$ cat src/rtl/hazard_ctrl_if.sv
// hazard_ctrl_if: D-stage instruction fields, flush request and the stall/bypass
// selects returned by hazard_ctrl. master = pipeline side, slave = hazard_ctrl.
interface hazard_ctrl_if #(
    parameter int unsigned STAGES = 3
);
    localparam int unsigned FWD_W = $clog2(STAGES + 1);

    logic [5:0]       d_op;
    logic [5:0]       d_func;
    logic [4:0]       d_rs;
    logic [4:0]       d_rt;
    logic [4:0]       d_rd;
    logic             flush;
    logic             stall;
    logic [FWD_W-1:0] fwd_rs;
    logic [FWD_W-1:0] fwd_rt;

    modport master (
        output d_op, d_func, d_rs, d_rt, d_rd, flush,
        input  stall, fwd_rs, fwd_rt
    );

    modport slave (
        input  d_op, d_func, d_rs, d_rt, d_rd, flush,
        output stall, fwd_rs, fwd_rt
    );
endinterface

$ cat src/rtl/hazard_ctrl.sv
// hazard_ctrl: decodes the D-stage instruction into Tuse/Tnew/dest, tracks in-flight
// writers over STAGES stages after D, and drives the D-stage stall and per-operand
// bypass selects (0 = regfile, k = entry k). stall/fwd are combinational.
// Optional feature macro: CTRL_MDU_EN adds mult/div/mfhi/mflo/mthi/mtlo decode and
// an MDU busy interlock; without it those opcodes decode as nop.
module hazard_ctrl #(
    parameter int unsigned STAGES   = 3,
    parameter int unsigned TNEW_W   = 2,
    parameter int unsigned MULT_CYC = 5,
    parameter int unsigned DIV_CYC  = 10
) (
    input  logic         clk,
    input  logic         reset,
    hazard_ctrl_if.slave hz
);

    localparam int unsigned FWD_W = $clog2(STAGES + 1);

    localparam logic [5:0] OP_SPECIAL = 6'b000000;
    localparam logic [5:0] OP_JAL     = 6'b000011;
    localparam logic [5:0] OP_BEQ     = 6'b000100;
    localparam logic [5:0] OP_ORI     = 6'b001101;
    localparam logic [5:0] OP_LUI     = 6'b001111;
    localparam logic [5:0] OP_COP0    = 6'b010000;
    localparam logic [5:0] OP_LW      = 6'b100011;
    localparam logic [5:0] OP_SW      = 6'b101011;
    localparam logic [5:0] OP_LOTBZ   = 6'b111110;

    localparam logic [5:0] FN_ADD     = 6'b100000;
    localparam logic [5:0] FN_SUB     = 6'b100010;
    localparam logic [5:0] FN_JR      = 6'b001000;
`ifdef CTRL_MDU_EN
    localparam logic [5:0] FN_MULT    = 6'b011000;
    localparam logic [5:0] FN_DIV     = 6'b011010;
    localparam logic [5:0] FN_MFHI    = 6'b010000;
    localparam logic [5:0] FN_MFLO    = 6'b010010;
    localparam logic [5:0] FN_MTHI    = 6'b010001;
    localparam logic [5:0] FN_MTLO    = 6'b010011;
`endif

    localparam logic [4:0] CP0_MF     = 5'b00000;
    localparam logic [4:0] CP0_MT     = 5'b00100;

    // Reject configurations the counters cannot represent
    if (STAGES == 0 || TNEW_W < 2 || MULT_CYC == 0 || DIV_CYC == 0) begin : g_cfg_check
        $error("hazard_ctrl: STAGES, MULT_CYC, DIV_CYC must be nonzero and TNEW_W >= 2");
    end

    logic [4:0]        dec_dest;
    logic [TNEW_W-1:0] dec_tnew;
    logic              use_rs;
    logic              use_rt;
    logic [TNEW_W-1:0] tuse_rs;
    logic [TNEW_W-1:0] tuse_rt;
`ifdef CTRL_MDU_EN
    logic              is_mdu;
    logic              is_md;
    logic              is_div;
`endif

    // Decode D-stage instruction into destination, Tnew and operand Tuse
    always_comb begin
        dec_dest = 5'd0;
        dec_tnew = '0;
        use_rs   = 1'b0;
        use_rt   = 1'b0;
        tuse_rs  = '0;
        tuse_rt  = '0;
`ifdef CTRL_MDU_EN
        is_mdu   = 1'b0;
        is_md    = 1'b0;
        is_div   = 1'b0;
`endif
        case (hz.d_op)
            OP_SPECIAL: begin
                case (hz.d_func)
                    FN_ADD, FN_SUB: begin
                        dec_dest = hz.d_rd;
                        dec_tnew = TNEW_W'(1);
                        use_rs   = 1'b1;
                        tuse_rs  = TNEW_W'(1);
                        use_rt   = 1'b1;
                        tuse_rt  = TNEW_W'(1);
                    end
                    FN_JR: begin
                        use_rs  = 1'b1;
                        tuse_rs = TNEW_W'(0);
                    end
`ifdef CTRL_MDU_EN
                    FN_MULT, FN_DIV, FN_MTHI, FN_MTLO: begin
                        is_mdu  = 1'b1;
                        is_md   = (hz.d_func == FN_MULT) || (hz.d_func == FN_DIV);
                        is_div  = (hz.d_func == FN_DIV);
                        use_rs  = 1'b1;
                        tuse_rs = TNEW_W'(1);
                        use_rt  = 1'b1;
                        tuse_rt = TNEW_W'(1);
                    end
                    FN_MFHI, FN_MFLO: begin
                        is_mdu   = 1'b1;
                        dec_dest = hz.d_rd;
                        dec_tnew = TNEW_W'(1);
                    end
`endif
                    default: ;
                endcase
            end
            OP_ORI, OP_LUI: begin
                dec_dest = hz.d_rt;
                dec_tnew = TNEW_W'(1);
                use_rs   = 1'b1;
                tuse_rs  = TNEW_W'(1);
            end
            OP_LW, OP_LOTBZ: begin
                dec_dest = hz.d_rt;
                dec_tnew = TNEW_W'(2);
                use_rs   = 1'b1;
                tuse_rs  = TNEW_W'(1);
            end
            OP_SW: begin
                use_rs  = 1'b1;
                tuse_rs = TNEW_W'(1);
                use_rt  = 1'b1;
                tuse_rt = TNEW_W'(2);
            end
            OP_BEQ: begin
                use_rs  = 1'b1;
                tuse_rs = TNEW_W'(0);
                use_rt  = 1'b1;
                tuse_rt = TNEW_W'(0);
            end
            OP_JAL: begin
                dec_dest = 5'd31;
                dec_tnew = TNEW_W'(0);
            end
            OP_COP0: begin
                case (hz.d_rs)
                    CP0_MF: begin
                        dec_dest = hz.d_rt;
                        dec_tnew = TNEW_W'(2);
                    end
                    CP0_MT: begin
                        use_rt  = 1'b1;
                        tuse_rt = TNEW_W'(2);
                    end
                    default: ;
                endcase
            end
            default: ;
        endcase
    end

    // In-flight writer table: index i holds entry i+1 (0 = E, 1 = M, 2 = W, ...)
    logic [4:0]        dest_q [STAGES];
    logic [TNEW_W-1:0] tnew_q [STAGES];
    logic [4:0]        dest_d [STAGES];
    logic [TNEW_W-1:0] tnew_d [STAGES];

    logic             reg_stall_c;
    logic             mdu_stall_c;
    logic             stall_c;
    logic [FWD_W-1:0] fwd_rs_c;
    logic [FWD_W-1:0] fwd_rt_c;

    // RAW check against every in-flight writer; bypass only from the youngest match
    always_comb begin
        reg_stall_c = 1'b0;
        fwd_rs_c    = '0;
        fwd_rt_c    = '0;
        for (int i = 0; i < int'(STAGES); i++) begin
            if (use_rs && dest_q[i] != 5'd0 && dest_q[i] == hz.d_rs && tuse_rs < tnew_q[i])
                reg_stall_c = 1'b1;
            if (use_rt && dest_q[i] != 5'd0 && dest_q[i] == hz.d_rt && tuse_rt < tnew_q[i])
                reg_stall_c = 1'b1;
        end
        // Walk oldest to youngest so the youngest match has the final say
        for (int i = int'(STAGES) - 1; i >= 0; i--) begin
            if (use_rs && dest_q[i] != 5'd0 && dest_q[i] == hz.d_rs)
                fwd_rs_c = (tnew_q[i] == '0) ? FWD_W'(i + 1) : '0;
            if (use_rt && dest_q[i] != 5'd0 && dest_q[i] == hz.d_rt)
                fwd_rt_c = (tnew_q[i] == '0) ? FWD_W'(i + 1) : '0;
        end
    end

    assign stall_c   = reg_stall_c | mdu_stall_c;
    assign hz.stall  = stall_c;
    assign hz.fwd_rs = fwd_rs_c;
    assign hz.fwd_rt = fwd_rt_c;

    // Advance the writer table: flush clears, stall injects a bubble into E
    always_comb begin
        for (int i = 0; i < int'(STAGES); i++) begin
            dest_d[i] = dest_q[i];
            tnew_d[i] = tnew_q[i];
        end
        if (hz.flush) begin
            for (int i = 0; i < int'(STAGES); i++) begin
                dest_d[i] = 5'd0;
                tnew_d[i] = '0;
            end
        end else begin
            for (int i = 1; i < int'(STAGES); i++) begin
                dest_d[i] = dest_q[i-1];
                tnew_d[i] = (tnew_q[i-1] != '0) ? tnew_q[i-1] - TNEW_W'(1) : '0;
            end
            dest_d[0] = stall_c ? 5'd0 : dec_dest;
            tnew_d[0] = stall_c ? '0   : dec_tnew;
        end
    end

    // Writer table registers
    always_ff @(posedge clk or negedge reset) begin
        if (!reset) begin
            for (int i = 0; i < int'(STAGES); i++) begin
                dest_q[i] <= 5'd0;
                tnew_q[i] <= '0;
            end
        end else begin
            dest_q <= dest_d;
            tnew_q <= tnew_d;
        end
    end

`ifdef CTRL_MDU_EN
    localparam int unsigned CYC_MAX = (MULT_CYC > DIV_CYC) ? MULT_CYC : DIV_CYC;
    localparam int unsigned BUSY_W  = $clog2(CYC_MAX + 1);

    logic [BUSY_W-1:0] busy_q;
    logic [BUSY_W-1:0] busy_d;
    logic              md_e1_q;
    logic              md_e1_d;

    assign mdu_stall_c = is_mdu && ((busy_q != '0) || md_e1_q);

    // MDU busy countdown, reloaded when mult/div leaves D; flush leaves it running
    always_comb begin
        busy_d  = (busy_q != '0) ? busy_q - BUSY_W'(1) : busy_q;
        md_e1_d = 1'b0;
        if (!hz.flush && !stall_c && is_md) begin
            busy_d  = is_div ? BUSY_W'(DIV_CYC) : BUSY_W'(MULT_CYC);
            md_e1_d = 1'b1;
        end
    end

    // MDU busy registers
    always_ff @(posedge clk or negedge reset) begin
        if (!reset) begin
            busy_q  <= '0;
            md_e1_q <= 1'b0;
        end else begin
            busy_q  <= busy_d;
            md_e1_q <= md_e1_d;
        end
    end
`else
    assign mdu_stall_c = 1'b0;
`endif

endmodule

$ cat src/flat_wrapper.sv
// flat-port wrapper written by rule: the top's interface ports become plain ports
module hazard_ctrl_flat 
#(
    parameter int unsigned STAGES   = 3,
    parameter int unsigned TNEW_W   = 2,
    parameter int unsigned MULT_CYC = 5,
    parameter int unsigned DIV_CYC  = 10
)
  (clk, reset, hz_d_op, hz_d_func, hz_d_rs, hz_d_rt, hz_d_rd, hz_flush, hz_stall, hz_fwd_rs, hz_fwd_rt);
  hazard_ctrl_if #(.STAGES(STAGES)) hz_i ();
  input  logic clk;
  input  logic reset;
  input wire logic [$bits(hz_i.d_op)-1:0] hz_d_op;
  input wire logic [$bits(hz_i.d_func)-1:0] hz_d_func;
  input wire logic [$bits(hz_i.d_rs)-1:0] hz_d_rs;
  input wire logic [$bits(hz_i.d_rt)-1:0] hz_d_rt;
  input wire logic [$bits(hz_i.d_rd)-1:0] hz_d_rd;
  input wire logic [$bits(hz_i.flush)-1:0] hz_flush;
  output wire logic [$bits(hz_i.stall)-1:0] hz_stall;
  output wire logic [$bits(hz_i.fwd_rs)-1:0] hz_fwd_rs;
  output wire logic [$bits(hz_i.fwd_rt)-1:0] hz_fwd_rt;
  assign hz_i.d_op = hz_d_op;
  assign hz_i.d_func = hz_d_func;
  assign hz_i.d_rs = hz_d_rs;
  assign hz_i.d_rt = hz_d_rt;
  assign hz_i.d_rd = hz_d_rd;
  assign hz_i.flush = hz_flush;
  assign hz_stall = hz_i.stall;
  assign hz_fwd_rs = hz_i.fwd_rs;
  assign hz_fwd_rt = hz_i.fwd_rt;
  hazard_ctrl #(.STAGES(STAGES), .TNEW_W(TNEW_W), .MULT_CYC(MULT_CYC), .DIV_CYC(DIV_CYC)) u_core (.clk(clk), .reset(reset), .hz(hz_i));
endmodule
$ cat config.mk
export PLATFORM = sky130hd
export DESIGN_NAME = hazard_ctrl_flat
export DESIGN_NICKNAME = d
export VERILOG_FILES = /design/src/rtl/hazard_ctrl_if.sv /design/src/rtl/hazard_ctrl.sv /design/src/flat_wrapper.sv
export SDC_FILE = /design/constraint.sdc
export NUM_CORES = 1
export LEC_CHECK = 0
export ABC_CLOCK_PERIOD_IN_PS = 5900
export BUFFER_PORTS_ARGS = -buffer_cell sky130_fd_sc_hd__buf_2
export CORE_MARGIN = 1
export CORE_UTILIZATION = 59
export DETAILED_ROUTE_END_ITERATION = 10
export HOLD_SLACK_MARGIN = 0.06
export PLACE_DENSITY = 0.85
export SYNTH_ARGS = -nofsm -noshare
export SYNTH_HDL_FRONTEND = slang
export SYNTH_SLANG_ARGS = --single-unit
$ cat constraint.sdc
create_clock -name clk -period 5.9 [get_ports clk]
set_input_delay 0 -clock clk [delete_from_list [all_inputs] [get_ports clk]]
set_output_delay 0 -clock clk [all_outputs]
set_load 0.01 [all_outputs]
# Word level (Yosys, flattened, before mapping)
# Index checks and enable logic that the tools add are counted.
# totals
regBits	21
inputBits	30
elab_cells	103
# op_classes
add_sub_neg	2
order_cmp	6
eq_ne	18
n_mux	35
reduce_logical	36
# ops
operator	count
$eq A5 B5 Y1	6
$eq A6 B6 Y1 const B	5
$mux W2	13
$pmux W5 S4	1
$eq A6 B4 Y1 const B	3
$logic_and A1 B1 Y1	18
$mux W15	1
$mux W5	3
$reduce_bool A5 Y1	3
$lt A2 B2 Y1	6
$mux W1	11
$pmux W2 S4	1
$reduce_or A2 Y1	4
$eq A6 B2 Y1 const B	1
$eq A6 B3 Y1 const B	1
$eq A6 B5 Y1 const B	1
$logic_not A2 Y1	3
$logic_not A6 Y1	1
$mux W6	1
$pmux W2 S3	1
$reduce_or A6 Y1	1
$eq A5 B3 Y1 const B	1
$logic_not A5 Y1	1
$reduce_or A5 Y1	1
7 further kinds	9

# Depth between registers and ports, before layout
# Gate-level depths: netlist of run 1.
# logic_depth
ltp_word	15
ltp_mapped	9
ltp_nobuf	8

# Least setup slack after synthesis of run 1
# OpenSTA, ideal clock, no wires.
# synth_timing
kind	register to register
from	register u_core.dest_q[1] in the netlist's numbering
to	register u_core.tnew_q[4] in the netlist's numbering
setup_ns	0.107
arrival_ns	1.811
setup_slack_ns	3.982
stages_incl_launch_ff	7
n_path_buf	0
path_cell_list	dfrtp_1 > or4_1 > o211ai_1 > or4_1 > nand3b_1 > nand4_4 > a2111oi_4
# synth_lines
element	line	text
start: declaration	hazard_ctrl.sv:154	logic [4:0] dest_q [STAGES];
start signal: assignment	hazard_ctrl.sv:219	dest_q <= dest_d;
end signal: assignment	hazard_ctrl.sv:220	tnew_q <= tnew_d;
end: declaration	hazard_ctrl.sv:155	logic [TNEW_W-1:0] tnew_q [STAGES];

# Final worst setup path of run 1
# layout_timing
from	register u_core.dest_q[6] in the netlist's numbering
to	output port hz_stall
# layout_via
elab_chain_cells	8
elab_cells_between_ends	13
# layout_rtl
element	line	text
$reduce_bool A5 Y1	hazard_ctrl.sv:171, hazard_ctrl.sv:173	
$logic_and A1 B1 Y1 (3 in series)	hazard_ctrl.sv:171	if (use_rs && dest_q[i] != 5'd0 && dest_q[i] == hz.d_rs && tuse_rs < tnew_q[i])
$mux W1	hazard_ctrl.sv:171	
$mux W1 (*)	hazard_ctrl.sv:173	if (use_rt && dest_q[i] != 5'd0 && dest_q[i] == hz.d_rt && tuse_rt < tnew_q[i])
$mux W1 (*)	hazard_ctrl.sv:171	
$mux W1 (*)	hazard_ctrl.sv:173	
end: declaration	flat_wrapper.sv:19	output wire logic [$bits(hz_i.stall)-1:0] hz_stall;
# Mark *: on every way between the ends. The rest lies on a longest branch, timed or not.

==> results of run 1 <==
[area by class of cell]
class                      count  area, um^2
clock inverter                 1        5.00
timing repair buffer          36         190
tap                           30        37.5
clock buffer                   3        22.5
fill                         202         663
inverter                      12        45.0
sequential                    21         526
multi-input combinational    149        1080
[tightest hold or removal path, delay by kind of cell]
kind | cells | cell delay, ps
AOI/OAI and AO/OA | 1 | 70
buffers and inverters | 1 | 80
and+or+nand+nor | 2 | 200
[flip-flops by register name (all words and copies together), names as in the netlist]
name,cells
u_core.dest_q,15
u_core.tnew_q,6
[per-stage QoR]
step / power, mW / util (%)
6_report: 0.264 / 74.2
4_1_cts: 0.265 / 74.2
2_1_floorplan: 0.168 / -
3_3_place_gp: 0.191 / 72.3
5_1_grt: 0.276 / 74.2
3_5_place_dp: 0.193 / 72.3
[placed cells by master (no fill, tap or decap), types with 2 or more instances in the layout]
| master | n |
|---|---|
| nor2_1 | 10 |
| o21ai_0 | 5 |
| or4_1 | 4 |
| clkbuf_4 | 3 |
| nor3_1 | 14 |
| and4b_1 | 4 |
| a41o_1 | 3 |
| inv_1 | 12 |
| ha_1 | 3 |
| nand4_1 | 3 |
| nand4_4 | 2 |
| a21oi_1 | 9 |
| o211ai_1 | 3 |
| nor2b_1 | 13 |
| nand2_1 | 8 |
| buf_2 | 34 |
| xnor2_1 | 16 |
| nor4b_1 | 4 |
| and4_1 | 2 |
| dfrtp_1 | 21 |
| nand3_1 | 6 |
| nor4_1 | 7 |
| nand3b_1 | 3 |
| dlygate4sd3_1 | 2 |
| mux2i_1 | 2 |
| xor2_1 | 14 |
| o21ai_1 | 3 |
| nor3b_1 | 2 |
[routing by layer]
layer,share of wire [%],track usage [%],wire length (um),up-vias
li1,-,-,-,755
met4,0.90,9.58,38,0
met1,44,43.7,1830,750
met3,6.8,6.01,288,6
met5,0,0,0,-
met2,49,49.2,2050,76
[worst paths after layout]
| kind | from | to | slack (ps) |
|---|---|---|---|
| max | u_core.dest_q[6]$_DFF_PN0_ | hz_stall | 3320 |
| min | hz_d_func[0] | u_core.tnew_q[4]$_DFF_PN0_ | 70 |
| max reg2reg | u_core.dest_q[6]$_DFF_PN0_ | u_core.dest_q[12]$_DFF_PN0_ | 3650 |
| min reg2reg | u_core.tnew_q[2]$_DFF_PN0_ | u_core.tnew_q[0]$_DFF_PN0_ | 520 |
| max in group asynchronous | reset | u_core.dest_q[0]$_DFF_PN0_ | 5420 |
| min in group asynchronous | reset | u_core.dest_q[2]$_DFF_PN0_ | 150 |
[cell families after synthesis]
family / count (synthesis) / share of synthesized area (%)
flops: 21 / 31.6
buf+inv: 15 / 3.68
mux: 2 / 1.20
fa+ha+maj: 3 / 2.25
xor+xnor: 30 / 15.8
simple gates: 86 / 33.6
compound gates: 28 / 11.9
[power by group through the flow]
stage	Sequential [mW]	Combinational (mW)	Clock, mW
after floorplan	0.147	0.0202	0
after global routing	0.145	0.0520	0.0791
after global placement	0.147	0.0436	0
final	0.145	0.0472	0.0719
after detailed placement	0.147	0.0456	0
after CTS	0.145	0.0468	0.0734
==> impl_metrics.py, run 1 <==
metrics = {
    "layout": {
        "diodes": 0,
        "drive_gt1_share_pct": 18.9,
        "layout.cells.non_filler": 252,
        "nets": 256,
        "synthToLayoutAreaGrowth_pct": 14.4,
        "design_area_um2": 1900,
    },
    "global_routing": {
        "grt_pass1_wl_um": 6680,
        "grt_overflow": 0,
        "grt_pass1_vias": 1432,
        "grtUsageTotal_pct": 31.5,
        "grt_max_degree": 22,
        "grt_antenna_before_repair": 0,
    },
    "placed_design": {
        "dp_hpwl_um": 3290,
        "placed_area_um2": 1860,
        "place_ws_ps": 3590,
        "globalplace.congestion": 0.949,
        "io_buffers": 34,
        "dp_cells": 246,
    },
    "synthesis": {
        "netlist-cell-type-count": 37,
        "yosysSeqAreaShare_pct": 31.6,
        "yosys-top-cells-count": "dfrtp_1, xnor2_1, nor3_1, xor2_1, nor2b_1",
        "synthArstFlopShare_pct": 100,
        "ys_ff_latch": 21,
        "syn-num-nets": 218,
        "avgSynthCellArea_um2": 9.00,
        "synth_most_common_cell": "dfrtp_1",
        "synthFlopType": "dfrtp_1",
        "yosysTopAreaCellShare_pct": 31.6,
        "syn_area_um2": 1670,
        "synth_cells": 185,
        "ys.warnings.count": 0,
        "synth-edff-count": 0,
        "synth_top_cell_by_area": "dfrtp_1",
        "synth.area.top_cells": "dfrtp_1, xnor2_1, xor2_1",
    },
    "drt": {
        "via_per_inst": 6.30,
        "drcViolationCount": 0,
        "wire_per_inst_um": 16.7,
        "num_vias": 1587,
        "wirelength_um": 4210,
        "drtIter0Drc": 88,
        "drt-pass1-iter-count": 4,
        "ant_nets": 0,
    },
    "timing": {
        "max_slew_margin_pct": 51.6,
        "setup_violations": 0,
        "fmax_mhz": 388,
        "fin_tns_setup_ps": 0,
        "finalWorstSetupSlack_ps": 3320,
        "finalClockSkew_ps": 9.65,
        "hold_viol_final": 0,
        "worstMarginPinSlew_ps": 719,
        "rsz0062_at_grt": "false",
        "period_needed_ps": 2580,
        "report.final.slew_viol_count": 0,
        "hold_slack_ps": 68.7,
        "finalCritPeriodShare_pct": 43.7,
    },
    "cts": {
        "cts_buffers": 3,
        "cts-htree-levels": 1,
        "post_cts_buffers": 0,
        "cts_root_buf": "clkbuf_4",
        "postCtsResizedCells": 0,
        "cts.clk_slew.worst_paths_ps": 130,
        "cts.sinks": 21,
        "clk_path_buf_depth": 2,
        "cts_tree": "built",
        "cts_hold_buf": 2,
        "insertion_delay_ps": 310,
    },
    "floorplan": {
        "ios": 35,
        "rows": 18,
        "die_height_um": 55.1,
        "dieArea_um2": 3040,
        "core_region_area_um2": 2570,
        "floorplan.initialDensity_pct": 64.9,
        "chipWidth_um": 55.1,
    },
    "critical_path": {
        "cp-start-kind": "register",
        "cp.required_ps": 5900,
        "worstSetupPathType": "reg2out",
        "cp_top_family": "simple AND/OR/NAND/NOR gates",
        "cp_num_buf_inv": 1,
        "worstPathArrival_ps": 2580,
        "cp_cell_sequence": "or4_1 > nor2_1 > nor4_1 > nand3b_1 > a21oi_1 > or2_1 > buf_2",
        "max_stage_delay_ps": 580,
        "cp_num_cells": 7,
        "slowest_stage": "a21oi_1",
        "worstRegToRegCells": 6,
        "crit_path_end_kind": "primary output",
        "path_max_fanout": 7,
    },
    "min_path": {
        "whs_path_depth": 4,
        "hold_class": "in2reg",
    },
    "pwr": {
        "power_density_nw_per_um2": 138,
        "pwr-share-clk_pct": 27.2,
        "p_seq_share_pct": 54.9,
        "vdd_drop_max_mv": 0.153,
        "internal_power_mw": 0.189,
        "leakage_nw": 0.880,
        "p_sw_mw": 0.0751,
        "swShare_pct": 28.5,
        "power_frac_comb_pct": 17.9,
    },
    "job": {
        "drv_cap": 0,
    },
    "run_status": {
        "outcome": "complete, no violations",
    },
}
No activity file was read; power rests on OpenSTA's default activity.
==> run 2: changes to the inputs <==
--- a/config.mk
+++ b/config.mk
@@ -5,13 +5,13 @@
 export SDC_FILE = /design/constraint.sdc
 export NUM_CORES = 1
 export LEC_CHECK = 0
-export ABC_CLOCK_PERIOD_IN_PS = 5900
+export ABC_CLOCK_PERIOD_IN_PS = 2300
 export BUFFER_PORTS_ARGS = -buffer_cell sky130_fd_sc_hd__buf_2
 export CORE_MARGIN = 1
-export CORE_UTILIZATION = 59
+export CORE_UTILIZATION = 49
 export DETAILED_ROUTE_END_ITERATION = 10
 export HOLD_SLACK_MARGIN = 0.06
-export PLACE_DENSITY = 0.85
+export PLACE_DENSITY = 0.76
 export SYNTH_ARGS = -nofsm -noshare
 export SYNTH_HDL_FRONTEND = slang
 export SYNTH_SLANG_ARGS = --single-unit
==> constraint.sdc (replaced) <==
create_clock -name clk -period 2.3 [get_ports clk]
set_input_delay 0 -clock clk [delete_from_list [all_inputs] [get_ports clk]]
set_output_delay 0 -clock clk [all_outputs]
set_load 0.01 [all_outputs]
==> impl_metrics.py, run 2 (synthesis gave the netlist of run 1 again) <==
metrics = {
    "floorplan": {
        "core_region_area_um2": 3130,
        "chipWidth_um": 60.3,
        "floorplan.initialDensity_pct": 53.2,
        "dieArea_um2": 3640,
        "ios": 35,
        "die_height_um": 60.3,
        "rows": 20,
    },
    "timing": {
        "fmax_mhz": 435,
        "finalCritPeriodShare_pct": 100,
        "hold_slack_ps": 73.6,
        "finalWorstSetupSlack_ps": -1.33,
        "setup_violations": 1,
        "report.final.slew_viol_count": 0,
        "max_slew_margin_pct": 46.0,
        "worstMarginPinSlew_ps": 803,
        "rsz0062_at_grt": "true",
        "period_needed_ps": 2300,
        "finalClockSkew_ps": 11.2,
        "fin_tns_setup_ps": -1.33,
        "hold_viol_final": 0,
    },
    "min_path": {
        "hold_start": "hz_d_func[4]",
        "hold_class": "in2reg",
        "min_delay_worst_endpoint": "u_core.tnew_q[4]$_DFF_PN0_",
        "whs_path_depth": 4,
    },
    "placed_design": {
        "io_buffers": 34,
        "dp_hpwl_um": 3250,
        "place_ws_ps": 252,
        "dp_cells": 261,
        "placed_area_um2": 1880,
        "globalplace.congestion": 0.812,
    },
    "global_routing": {
        "grt_pass1_wl_um": 6800,
        "grt_pass1_vias": 1430,
        "grtUsageTotal_pct": 25.2,
        "grt_antenna_before_repair": 0,
        "grt_max_degree": 22,
        "grt_overflow": 0,
    },
    "critical_path": {
        "slowest_stage": "nor4_1",
        "cp_num_buf_inv": 2,
        "cp_top_family": "simple AND/OR/NAND/NOR gates",
        "cp_cell_sequence": "buf_4 > xor2_1 > nor4_1 > nand3_1 > nand4_4 > or2_1 > buf_2",
        "worstRegToRegCells": 7,
        "reg2reg_slack_ps": 150,
        "startpoint": "u_core.dest_q[6]$_DFF_PN0_",
        "worstPathArrival_ps": 2300,
        "worstSetupPathType": "reg2out",
        "rr_startpoint": "u_core.dest_q[1]$_DFF_PN0_",
        "cp.required_ps": 2300,
        "cp-start-kind": "register",
        "worstReg2RegEnd": "u_core.tnew_q[4]$_DFF_PN0_",
        "crit_path_end_kind": "primary output",
        "path_max_fanout": 3,
        "max_stage_delay_ps": 710,
    },
    "job": {
        "drv_cap": 0,
    },
    "run_status": {
        "failed_checks": "setup timing",
        "outcome": "finished, violations left",
    },
    "layout": {
        "drive_gt1_share_pct": 22.8,
        "largest_register": "u_core.dest_q",
        "post-route-util_pct": 62.8,
        "largest_register_ff_count": 15,
        "final_cell_mix": "buf_2, dfrtp_1, xnor2_1",
        "synthToLayoutAreaGrowth_pct": 18.0,
        "top_regs": "u_core.dest_q x15, u_core.tnew_q x6",
        "nets": 258,
        "layout_commonest_cell": "buf_2",
        "diodes": 0,
        "layout.cells.non_filler": 268,
        "design_area_um2": 1960,
    },
    "drt": {
        "drcViolationCount": 0,
        "ant_nets": 0,
        "via_per_inst": 5.69,
        "drtIter0Drc": 81,
        "num_vias": 1526,
        "drt-pass1-iter-count": 4,
        "wire_per_inst_um": 15.6,
        "wirelength_um": 4190,
    },
    "pwr": {
        "power_density_nw_per_um2": 340,
        "design_power_total_mw": 0.668,
        "vdd_drop_max_mv": 0.328,
        "leakage_nw": 0.892,
    },
    "cts": {
        "insertion_delay_ps": 310,
        "cts-htree-levels": 1,
        "cts_root_buf": "clkbuf_4",
        "cts_tree": "built",
        "cts.clk_slew.worst_paths_ps": 120,
        "cts.sinks": 21,
        "clk_path_buf_depth": 2,
        "cts_buffers": 3,
    },
}
==> run 2: layer usage <==
| metal | GRT usage (%) | vias up | part of all wire [%] |
|---|---|---|---|
| met4 | 5.65 | 0 | 0.74 |
| li1 | - | 755 | - |
| met3 | 5.19 | 4 | 5.1 |
| met1 | 37.1 | 725 | 47 |
| met5 | 0 | - | 0 |
| met2 | 37.8 | 42 | 47 |
==> run 2: layout make-up <==
| cell class | instances | area [um^2] |
|---|---|---|
| Fill cell | 276 | 1160 |
| Tap cell | 44 | 55.1 |
| Sequential cell | 21 | 526 |
| Timing Repair Buffer | 38 | 203 |
| Clock buffer | 4 | 26.3 |
| Inverter | 12 | 45.0 |
| Multi-Input combinational cell | 149 | 1110 |
==> run 2: report_power, final <==
group,internal (mW),switching (mW)
Combinational,0.0480,0.0720
Clock,0.0677,0.110
Sequential,0.370,0.00115
Total,0.486,0.183
==> run 2: timing repair <==
action | 4_1_cts | 5_1_grt
hold buffers | 1 | 0
endpoints found under the setup margin | 1 | 5
resized for setup | 2 | 5
pin swaps | 1 | 2
buffers inserted | 1 | 1
cloned | 0 | 0
endpoints found under the hold margin | 21 | 0
==> run 2: worst max path at each step <==
| stage | endpoint | slack [ps] | depth (start not counted) |
|---|---|---|---|
| 2_1_floorplan | u_core.tnew_q[4]$_DFF_PN0_ | 380 | 6 |
| 3_3_place_gp | u_core.tnew_q[4]$_DFF_PN0_ | 290 | 6 |
| 3_5_place_dp | u_core.tnew_q[4]$_DFF_PN0_ | 250 | 6 |
| 4_1_cts | hz_stall | 30 | 7 |
| 5_1_grt | hz_fwd_rt[1] | -110 | 7 |
| 6_report | hz_stall | -1 | 7 |
==> run 2: worst reg2reg max path: stages (launching register included) <==
cell	delay (ps)
dfrtp_1	430
or4_4	540
o211ai_1	180
or4_4	160
nand3b_1	140
nand4_4	110
buf_4	190
a2111oi_4	300
